File: src/rtl/life_pkg.sv
// Shared types for the serial-load 5x5 Life sequencer.
// Grid cells are row-major, with cell 0 at the top-left.
package life_pkg;

    localparam int CELLS = 25;
    localparam int IDX_W = $clog2(CELLS);

    typedef logic [IDX_W-1:0] cell_idx_t;

    typedef enum logic [2:0] {
        IDLE,
        LOAD,
        SCAN,
        STEP,
        DONE
    } state_t;

endpackage

File: src/rtl/life_cell_index.sv
// Cell position counter shared by the load and scan phases.
// at_last is registered so the end-of-board decision uses no adder.
module life_cell_index
    import life_pkg::*;
(
    input  logic      clock,
    input  logic      reset,
    input  logic      clear_i,
    input  logic      inc_i,
    output cell_idx_t idx_o,
    output logic      at_last_o
);

    localparam cell_idx_t LAST = cell_idx_t'(CELLS - 1);

    cell_idx_t idx_q, idx_d;
    logic      last_q, last_d;

    always_comb begin
        idx_d  = idx_q;
        last_d = last_q;
        if (clear_i) begin
            idx_d  = '0;
            last_d = 1'b0;
        end else if (inc_i) begin
            // Wrap after the final cell so the next phase starts at 0.
            idx_d  = last_q ? '0 : idx_q + 1'b1;
            last_d = !last_q && (idx_q + 1'b1 == LAST);
        end
    end

    always_ff @(posedge clock) begin
        if (reset) begin
            idx_q  <= '0;
            last_q <= 1'b0;
        end else begin
            idx_q  <= idx_d;
            last_q <= last_d;
        end
    end

    assign idx_o     = idx_q;
    assign at_last_o = last_q;

endmodule

File: src/rtl/life_gen_sequencer.sv
// Sequencer for the serial-load Life grid: load, step and
// non-destructive recirculating scan with early stop detection.
module life_gen_sequencer
    import life_pkg::*;
#(
    parameter int GEN_W = 8,
    parameter int POP_W = 5
) (
    input  logic             clock,
    input  logic             reset,
    input  logic             start,
    input  logic [GEN_W-1:0] cfg_gens,
    input  logic             load_valid,
    input  logic             load_bit,
    output logic             load_ready,
    output logic             grid_shift,
    output logic             grid_sin,
    output logic             grid_update,
    input  logic             grid_sout,
    output logic             out_valid,
    output logic             out_bit,
    input  logic             out_ready,
    output logic [GEN_W-1:0] gen_count,
    output logic [POP_W-1:0] pop_count,
    output logic             busy,
    output logic             done,
    output logic             stable,
    output logic             extinct
);

    state_t           state_q;
    logic [GEN_W-1:0] cfg_q;
    logic [GEN_W-1:0] gen_q;
    logic [POP_W-1:0] pop_acc_q;
    logic [POP_W-1:0] pop_q;
    logic [CELLS-1:0] snap_q;
    logic             mis_q;
    logic             stable_q;
    logic             extinct_q;

    cell_idx_t        idx;
    logic             at_last;
    logic             start_acc;
    logic             load_acc;
    logic             scan_acc;
    logic [POP_W-1:0] scan_pop;
    logic             scan_mis;

    assign start_acc = start && (state_q == IDLE || state_q == DONE);
    assign load_acc  = (state_q == LOAD) && load_valid;
    assign scan_acc  = (state_q == SCAN) && out_ready;

    // Totals including the bit being accepted this cycle.
    assign scan_pop = pop_acc_q + POP_W'(grid_sout);
    assign scan_mis = mis_q | (grid_sout != snap_q[idx]);

    life_cell_index u_idx (
        .clock     (clock),
        .reset     (reset),
        .clear_i   (start_acc),
        .inc_i     (load_acc | scan_acc),
        .idx_o     (idx),
        .at_last_o (at_last)
    );

    always_ff @(posedge clock) begin
        if (reset) begin
            state_q   <= IDLE;
            cfg_q     <= '0;
            gen_q     <= '0;
            pop_acc_q <= '0;
            pop_q     <= '0;
            snap_q    <= '0;
            mis_q     <= 1'b0;
            stable_q  <= 1'b0;
            extinct_q <= 1'b0;
        end else begin
            unique case (state_q)
                IDLE, DONE: begin
                    if (start) begin
                        cfg_q     <= cfg_gens;
                        gen_q     <= '0;
                        stable_q  <= 1'b0;
                        extinct_q <= 1'b0;
                        state_q   <= LOAD;
                    end
                end
                LOAD: begin
                    if (load_valid && at_last) begin
                        pop_acc_q <= '0;
                        mis_q     <= 1'b0;
                        state_q   <= SCAN;
                    end
                end
                SCAN: begin
                    if (out_ready) begin
                        snap_q[idx] <= grid_sout;
                        pop_acc_q   <= scan_pop;
                        mis_q       <= scan_mis;
                        if (at_last) begin
                            pop_q     <= scan_pop;
                            pop_acc_q <= '0;
                            mis_q     <= 1'b0;
                            if (gen_q != '0 && scan_pop == '0) begin
                                extinct_q <= 1'b1;
                                state_q   <= DONE;
                            end else if (gen_q != '0 && !scan_mis) begin
                                stable_q <= 1'b1;
                                state_q  <= DONE;
                            end else if (gen_q == cfg_q) begin
                                state_q <= DONE;
                            end else begin
                                state_q <= STEP;
                            end
                        end
                    end
                end
                STEP: begin
                    gen_q   <= gen_q + 1'b1;
                    state_q <= SCAN;
                end
                default: state_q <= IDLE;
            endcase
        end
    end

    assign load_ready  = (state_q == LOAD);
    assign out_valid   = (state_q == SCAN);
    assign out_bit     = out_valid & grid_sout;
    assign grid_shift  = load_acc | scan_acc;
    assign grid_sin    = load_acc ? load_bit : (scan_acc & grid_sout);
    assign grid_update = (state_q == STEP);
    assign busy        = (state_q == LOAD) || (state_q == SCAN) || (state_q == STEP);
    assign done        = (state_q == DONE);
    assign gen_count   = gen_q;
    assign pop_count   = pop_q;
    assign stable      = stable_q;
    assign extinct     = extinct_q;

endmodule

File: config.mk
export PLATFORM = sky130hd
export DESIGN_NAME = life_gen_sequencer
export DESIGN_NICKNAME = d
export VERILOG_FILES = /design/src/rtl/life_pkg.sv /design/src/rtl/life_cell_index.sv /design/src/rtl/life_gen_sequencer.sv
export SDC_FILE = /design/constraint.sdc
export NUM_CORES = 1
export LEC_CHECK = 0
export BUFFER_PORTS_ARGS = -buffer_cell sky130_fd_sc_hd__buf_2
export CORE_MARGIN = 4
export CORE_UTILIZATION = 53
export DETAILED_ROUTE_END_ITERATION = 7
export PLACE_DENSITY = 0.78
export SETUP_SLACK_MARGIN = 0.02
export SLEW_MARGIN = 20
export SYNTH_ARGS = -nofsm -noshare
export SYNTH_HDL_FRONTEND = slang
export SYNTH_SLANG_ARGS = --single-unit
File: constraint.sdc
create_clock -name clock -period 1.9 [get_ports clock]
set_input_delay 0.475 -clock clock [delete_from_list [all_inputs] [get_ports clock]]
set_output_delay 0.475 -clock clock [all_outputs]
set_load 0.05 [all_outputs]
Yosys cells after proc, flatten, opt, wreduce, memory -nomap -nowiden --
Cells that the tools add are included.
Word-level totals: register bits 63, input bits 15, output and inout bits 23, word-level logic and storage cells 98
Cells by class: $add $sub $neg 3, order comparisons 2, equality and inequality tests 14, multiplexer cells 35, bitwise logic cells 4, reductions and logical operators 29
Operator list (number):
- $bwmux W25 | 1
- $mux W3 | 7
- $mux W5 | 4
- $pmux W8 S2 | 1
- $mux W1 | 14
- $pmux W3 S4 | 1
- $ne A2 B1 Y1 const B | 5
- $pmux W5 S2 | 1
- $add A8 B1 Y8 const B | 1
- $eq A8 B8 Y1 | 1
- $logic_and A1 B1 Y1 | 8
- $mux W8 | 1
- $reduce_bool A8 Y1 | 1
- $eq A3 B2 Y1 const B | 2
- $lt A5 B6 Y1 const B | 1
- $pmux W1 S2 | 3
- $reduce_and A2 Y1 | 3
- $reduce_and A3 Y1 | 2
- $reduce_and A6 Y1 | 1
- $reduce_bool A2 Y1 | 3
- $add A5 B1 Y5 | 1
- $add A5 B1 Y5 const B | 1
- $bmux W1 S5 | 1
- $demux W1 S5 | 1
- other kinds (15) | 22

Depth between registers and ports, before layout --
depth in word-level cells 11, depth in mapped cells 9

Modules after synthesis --
A second synthesis with hierarchy kept.
Second synthesis, totals: cell total of the unflattened synthesis 400, area, all modules 3321.9 um^2
By module, submodules not included:
- life_gen_sequencer | instances 1, cells an instance 363, area each 2980.4 um^2, sequential area each 1141.1 um^2
- life_cell_index | instances 1, cells an instance 37, area each 341.6 um^2, sequential area each 120.1 um^2

Least setup slack after synthesis --
Ideal clock, no wire load.
kind register to output, start reg state_q[0], end out grid_sin, arrival 2.485 ns, slack -1.060 ns, stages on the path, launching flop included 4, path buffers 1, cell sequence dfxtp_1 > buf_2 > nor3b_1 > a32o_1
RTL lines:
- start: declaration | RTL line life_gen_sequencer.sv:31 | state_t state_q;
- start signal: assignment | RTL line life_gen_sequencer.sv:68 | state_q <= IDLE;
- start signal: assignment | RTL line life_gen_sequencer.sv:85 | state_q <= LOAD;
- start signal: assignment | RTL line life_gen_sequencer.sv:92 | state_q <= SCAN;
- $eq A3 B1 Y1
- net load_ready | RTL line life_gen_sequencer.sv:15 | output logic load_ready,
- $logic_and A1 B1 Y1 | RTL line life_gen_sequencer.sv:50 | assign load_acc = (state_q == LOAD) && load_valid;
- $mux W1 | RTL line life_gen_sequencer.sv:131 | assign grid_sin = load_acc ? load_bit : (scan_acc & grid_sout);
- end: declaration | RTL line life_gen_sequencer.sv:17 | output logic grid_sin,
The timed path passes the listed nets, and every way through them passes these cells.

Worst setup path after layout --
start reg u_idx.idx_q[1], in the netlist u_idx.idx_o[1], end reg state_q[1]
On the way: word-level cells in the longest chain between the ends 11
RTL lines:
- start: declaration | RTL line life_cell_index.sv:16 | cell_idx_t idx_q, idx_d;
- start signal: assignment | RTL line life_cell_index.sv:37 | idx_q <= idx_d;
- $bmux W1 S5 | RTL line life_gen_sequencer.sv:55 | assign scan_mis = mis_q | (grid_sout != snap_q[idx]);
- $mux W1 (not written as such) | RTL line life_gen_sequencer.sv:55
- $ne A1 B1 Y1 | RTL line life_gen_sequencer.sv:55
- $or A1 B1 Y1 | RTL line life_gen_sequencer.sv:55
- $logic_not A1 Y1 | RTL line life_gen_sequencer.sv:107 | end else if (gen_q != '0 && !scan_mis) begin
- $logic_and A1 B1 Y1 | RTL line life_gen_sequencer.sv:107
- $mux W3 | RTL line life_gen_sequencer.sv:107
- $mux W3 | RTL line life_gen_sequencer.sv:104 | if (gen_q != '0 && scan_pop == '0) begin
- $mux W3 | RTL line life_gen_sequencer.sv:100 | if (at_last) begin
- $mux W3 | RTL line life_gen_sequencer.sv:96 | if (out_ready) begin
- $pmux W3 S4 | RTL line life_gen_sequencer.sv:78 | unique case (state_q)
- end signal: assignment | RTL line life_gen_sequencer.sv:85
- end signal: assignment | RTL line life_gen_sequencer.sv:106 | state_q <= DONE;
- end signal: assignment | RTL line life_gen_sequencer.sv:109 | state_q <= DONE;
Every way passes these cells. The select of a mux whose other input is x is not followed. A chain may end at the register's enable or synchronous reset.

==> reports/results.txt <==
Initial DRC Count - 309
total of max-cap violations - 0
failing checks - negative setup slack
CTS tree - done
status - finished with violations
die area - 7650 um2
Final setup viols - 5
Post-Syn Area - 3350 um2
RSZ-0062 raised after global routing - yes
Die Height - 87.5 um
Simple-Gate Fraction of Synth Area - 0.298
mux cell area share after synthesis - 0.0542
Mapped Cells - 427
EDFF count, synth - 0
fin crit share - 1.07
Crit path buffers/inverters - 1
IO Port Bufs - 37
clock sinks - 63
worst path cell trace - buf_4, mux2_4, a221oi_4, a32oi_4, or4b_1, nand4b_1, o21ai_1
PD cells - 673 nW/um2
Post-Synth Adder-Cell Area - 0.0336
WL/cell - 15.6 um
worst-skew pair later-pin latency - 0.34 ns
cell with the largest stage delay on the worst path - or4b_1
Crit Path Max Fanout - 5
clock root cell - clkbuf_8
CTS H-tree depth - 3
Rows - 28
P&R area growth vs syn - 24.5%
via density per instance - 5.77
Yosys reg bits - 63
Syn. warnings - 0
CP Data Required Time - 2.12 ns
fin cells - 569
fmax - 0.491 GHz
first-pass GRT wire length - 14.2 mm
P_leak - 1.70 nW
Antenna Violating Nets Remaining - 0
Initial Util - 0.555
VDD IR max - 0.520 mV
Die W - 87.5 um
Worst path max stage delay - 0.48 ns
cell family with most CP delay - simple AND/OR/NAND/NOR gates
largest net degree at the start of global routing - 32
CTS max path bufs - 2
max_slew headroom - 0.635
Cell variety after synth - 53
Least-Margin Pin Slew - 0.545 ns
initial antenna violation count - 0
sequential area share after synthesis - 0.377
CP Class - reg -> reg
final wirelength - 8.90 mm
syn_nets - 451
largest family of logic cells by synthesized area - simple AND/OR/NAND/NOR gates
via count - 3285
startpoint types - flop
CTS Hold Buffers Added - 0
Placed Cells - 546
final hold violations - 0
final clock skew - 0.00802 ns
hold crit path type - in -> reg
final net count - 514
IO Count - 38
complex-gate fraction of the synthesized area - 0.142
layout cells sized above 1 - 0.275
Core Region - 6030 um2
hold slack - 0.364 ns
final worst-path setup slack - -0.137 ns
total gr overflow - 0
Main synth FF type - dfxtp_1
number of global-route vias before repair - 3020
crit path DAT - 2.26 ns
DP HPWL - 5.72 mm
number of antenna diodes - 0
synthesized area per cell - 7.84 um2
Setup WS pre-CTS - -0.205 ns
Post-synth ARST share - 0
GRT Total Usage - 0.236
Post-Synth XOR/XNOR Area - 0.0340
max-slew violations - 0
GP Congestion - 0.908
Post-route DRC - 0
fin crit period - 2.04 ns
1st-pass router iterations - 5
Num CTS Buffers - 9
clock slew at reported path FFs - 0.07 ns
CP endpoint kind - flop
## synthesized netlist by cell type, types with 2 or more instances
| master | instances | area, um2 |
|---|---|---|
| a211oi_1 | 3 | 22.5 |
| a21o_1 | 2 | 15.0 |
| a21oi_1 | 53 | 265 |
| a22oi_1 | 5 | 37.5 |
| a31oi_1 | 2 | 12.5 |
| a32oi_1 | 3 | 26.3 |
| and2_1 | 5 | 31.3 |
| and3_1 | 6 | 37.5 |
| buf_2 | 2 | 10.0 |
| buf_6 | 2 | 22.5 |
| clkbuf_1 | 19 | 71.3 |
| clkbuf_2 | 3 | 15.0 |
| clkbuf_8 | 4 | 55.1 |
| dfxtp_1 | 63 | 1260 |
| ha_1 | 9 | 113 |
| inv_1 | 7 | 26.3 |
| mux2_2 | 5 | 56.3 |
| mux2i_1 | 2 | 20.0 |
| mux4_2 | 4 | 90.1 |
| nand2_1 | 87 | 327 |
| nand3_1 | 34 | 170 |
| nand3b_1 | 5 | 37.5 |
| nand4_1 | 3 | 18.8 |
| nand4b_1 | 2 | 17.5 |
| nor2_1 | 39 | 146 |
| nor2b_1 | 3 | 18.8 |
| nor3_1 | 8 | 40.0 |
| nor3b_1 | 3 | 22.5 |
| nor3b_2 | 2 | 25.0 |
| nor4_1 | 2 | 12.5 |
| o211ai_1 | 2 | 15.0 |
| o21ai_0 | 6 | 30.0 |
| xnor2_1 | 2 | 17.5 |
| xor2_1 | 11 | 96.3 |
## path summary, 6_finish.rpt
| kind | from | to | slack, ns | cells after the start |
|---|---|---|---|---|
| setup / recovery | u_idx.idx_o[1] | state_q[1] | -0.14 | 7 |
| hold / removal | cfg_gens[1] | cfg_q[1] | 0.36 | 3 |
| setup reg to reg | u_idx.idx_o[1] | state_q[1] | -0.14 | 7 |
| hold reg to reg | pop_count[0] | pop_count[0] | 0.46 | 2 |
## metal layers
layer | vias to the layer above | GRT usage | share of wire
met3 | 28 | 0.0435 | 0.068
met5 | - | 0 | 0
met2 | 134 | 0.373 | 0.47
met1 | 1522 | 0.310 | 0.44
li1 | 1601 | - | -
met4 | 0 | 0.106 | 0.026
## worst reg2reg max path, cell delays in order (launching register included)
cell      delay [ns]
dfxtp_4         0.37
buf_4           0.14
mux2_4          0.30
a221oi_4        0.29
a32oi_4         0.10
or4b_1          0.48
nand4b_1        0.15
o21ai_1         0.09
## stage by stage
stage,setup TNS [ns],area (um2),power [W],utilization
final,-0.430,4170,0.00281,0.691
after global routing,-0.884,4170,0.00291,0.691
after detailed placement,-0.613,3760,0.00172,0.625
after floorplan,-0.429,3400,0.00162,-
after CTS,-0.309,4050,0.00280,0.672
after global placement,-0.351,3760,0.00171,0.625
## logic make-up (layout without fill, tap and decap cells)
kind of cell,after synthesis,after routing
buffers and inverters,38,105
flip-flops,63,63
AO/OA/AOI/OAI,82,82
adder cells (fa/ha/maj),9,9
multiplexers,12,12
AND/OR/NAND/NOR,210,210
XOR/XNOR,13,13
## flip-flops by register name (all words and copies together), names as in the netlist
name	cells
mis_q	1
u_idx.idx_o	5
u_idx.at_last_o	1
pop_acc_q	5
gen_count	8
extinct	1
pop_count	5
stable	1
cfg_q	8
state_q	3
snap_q	25
## cell usage in the layout (no fill, tap or decap), types with 3 or more instances in the layout
| cell type | count |
|---|---|
| a211oi_1 | 3 |
| a21oi_1 | 53 |
| a22oi_1 | 5 |
| and2_1 | 3 |
| and3_1 | 6 |
| buf_2 | 30 |
| buf_4 | 41 |
| buf_6 | 7 |
| clkbuf_1 | 3 |
| clkbuf_8 | 12 |
| dfxtp_1 | 55 |
| dfxtp_2 | 3 |
| dfxtp_4 | 5 |
| ha_1 | 8 |
| inv_1 | 6 |
| mux2_2 | 5 |
| mux4_2 | 4 |
| nand2_1 | 85 |
| nand3_1 | 33 |
| nand3b_1 | 5 |
| nand4_1 | 3 |
| nor2_1 | 37 |
| nor2b_1 | 3 |
| nor3_1 | 7 |
| nor3b_4 | 3 |
| o21ai_0 | 5 |
| xor2_1 | 11 |
## repair_timing
action                                  in CTS  in global routing
endpoints found under the setup margin      12                 14
buffers inserted                             4                  4
pin swaps                                    4                  6
resized for setup                           20                 21
## layout make-up
class	count	area [um2]
well taps	75	93.8
flip-flops and latches	63	1280
repair buffers	83	602
clock buffers	15	176
inverters	7	26.3
fillers	489	1860
multi-input cells	326	1980
## power breakdown
group          internal, W  switching, W
clock network     0.000576      0.000490
logic             0.000143      0.000228
registers          0.00134     0.0000275
total              0.00206      0.000746
(Power assumes the default switching activity.)
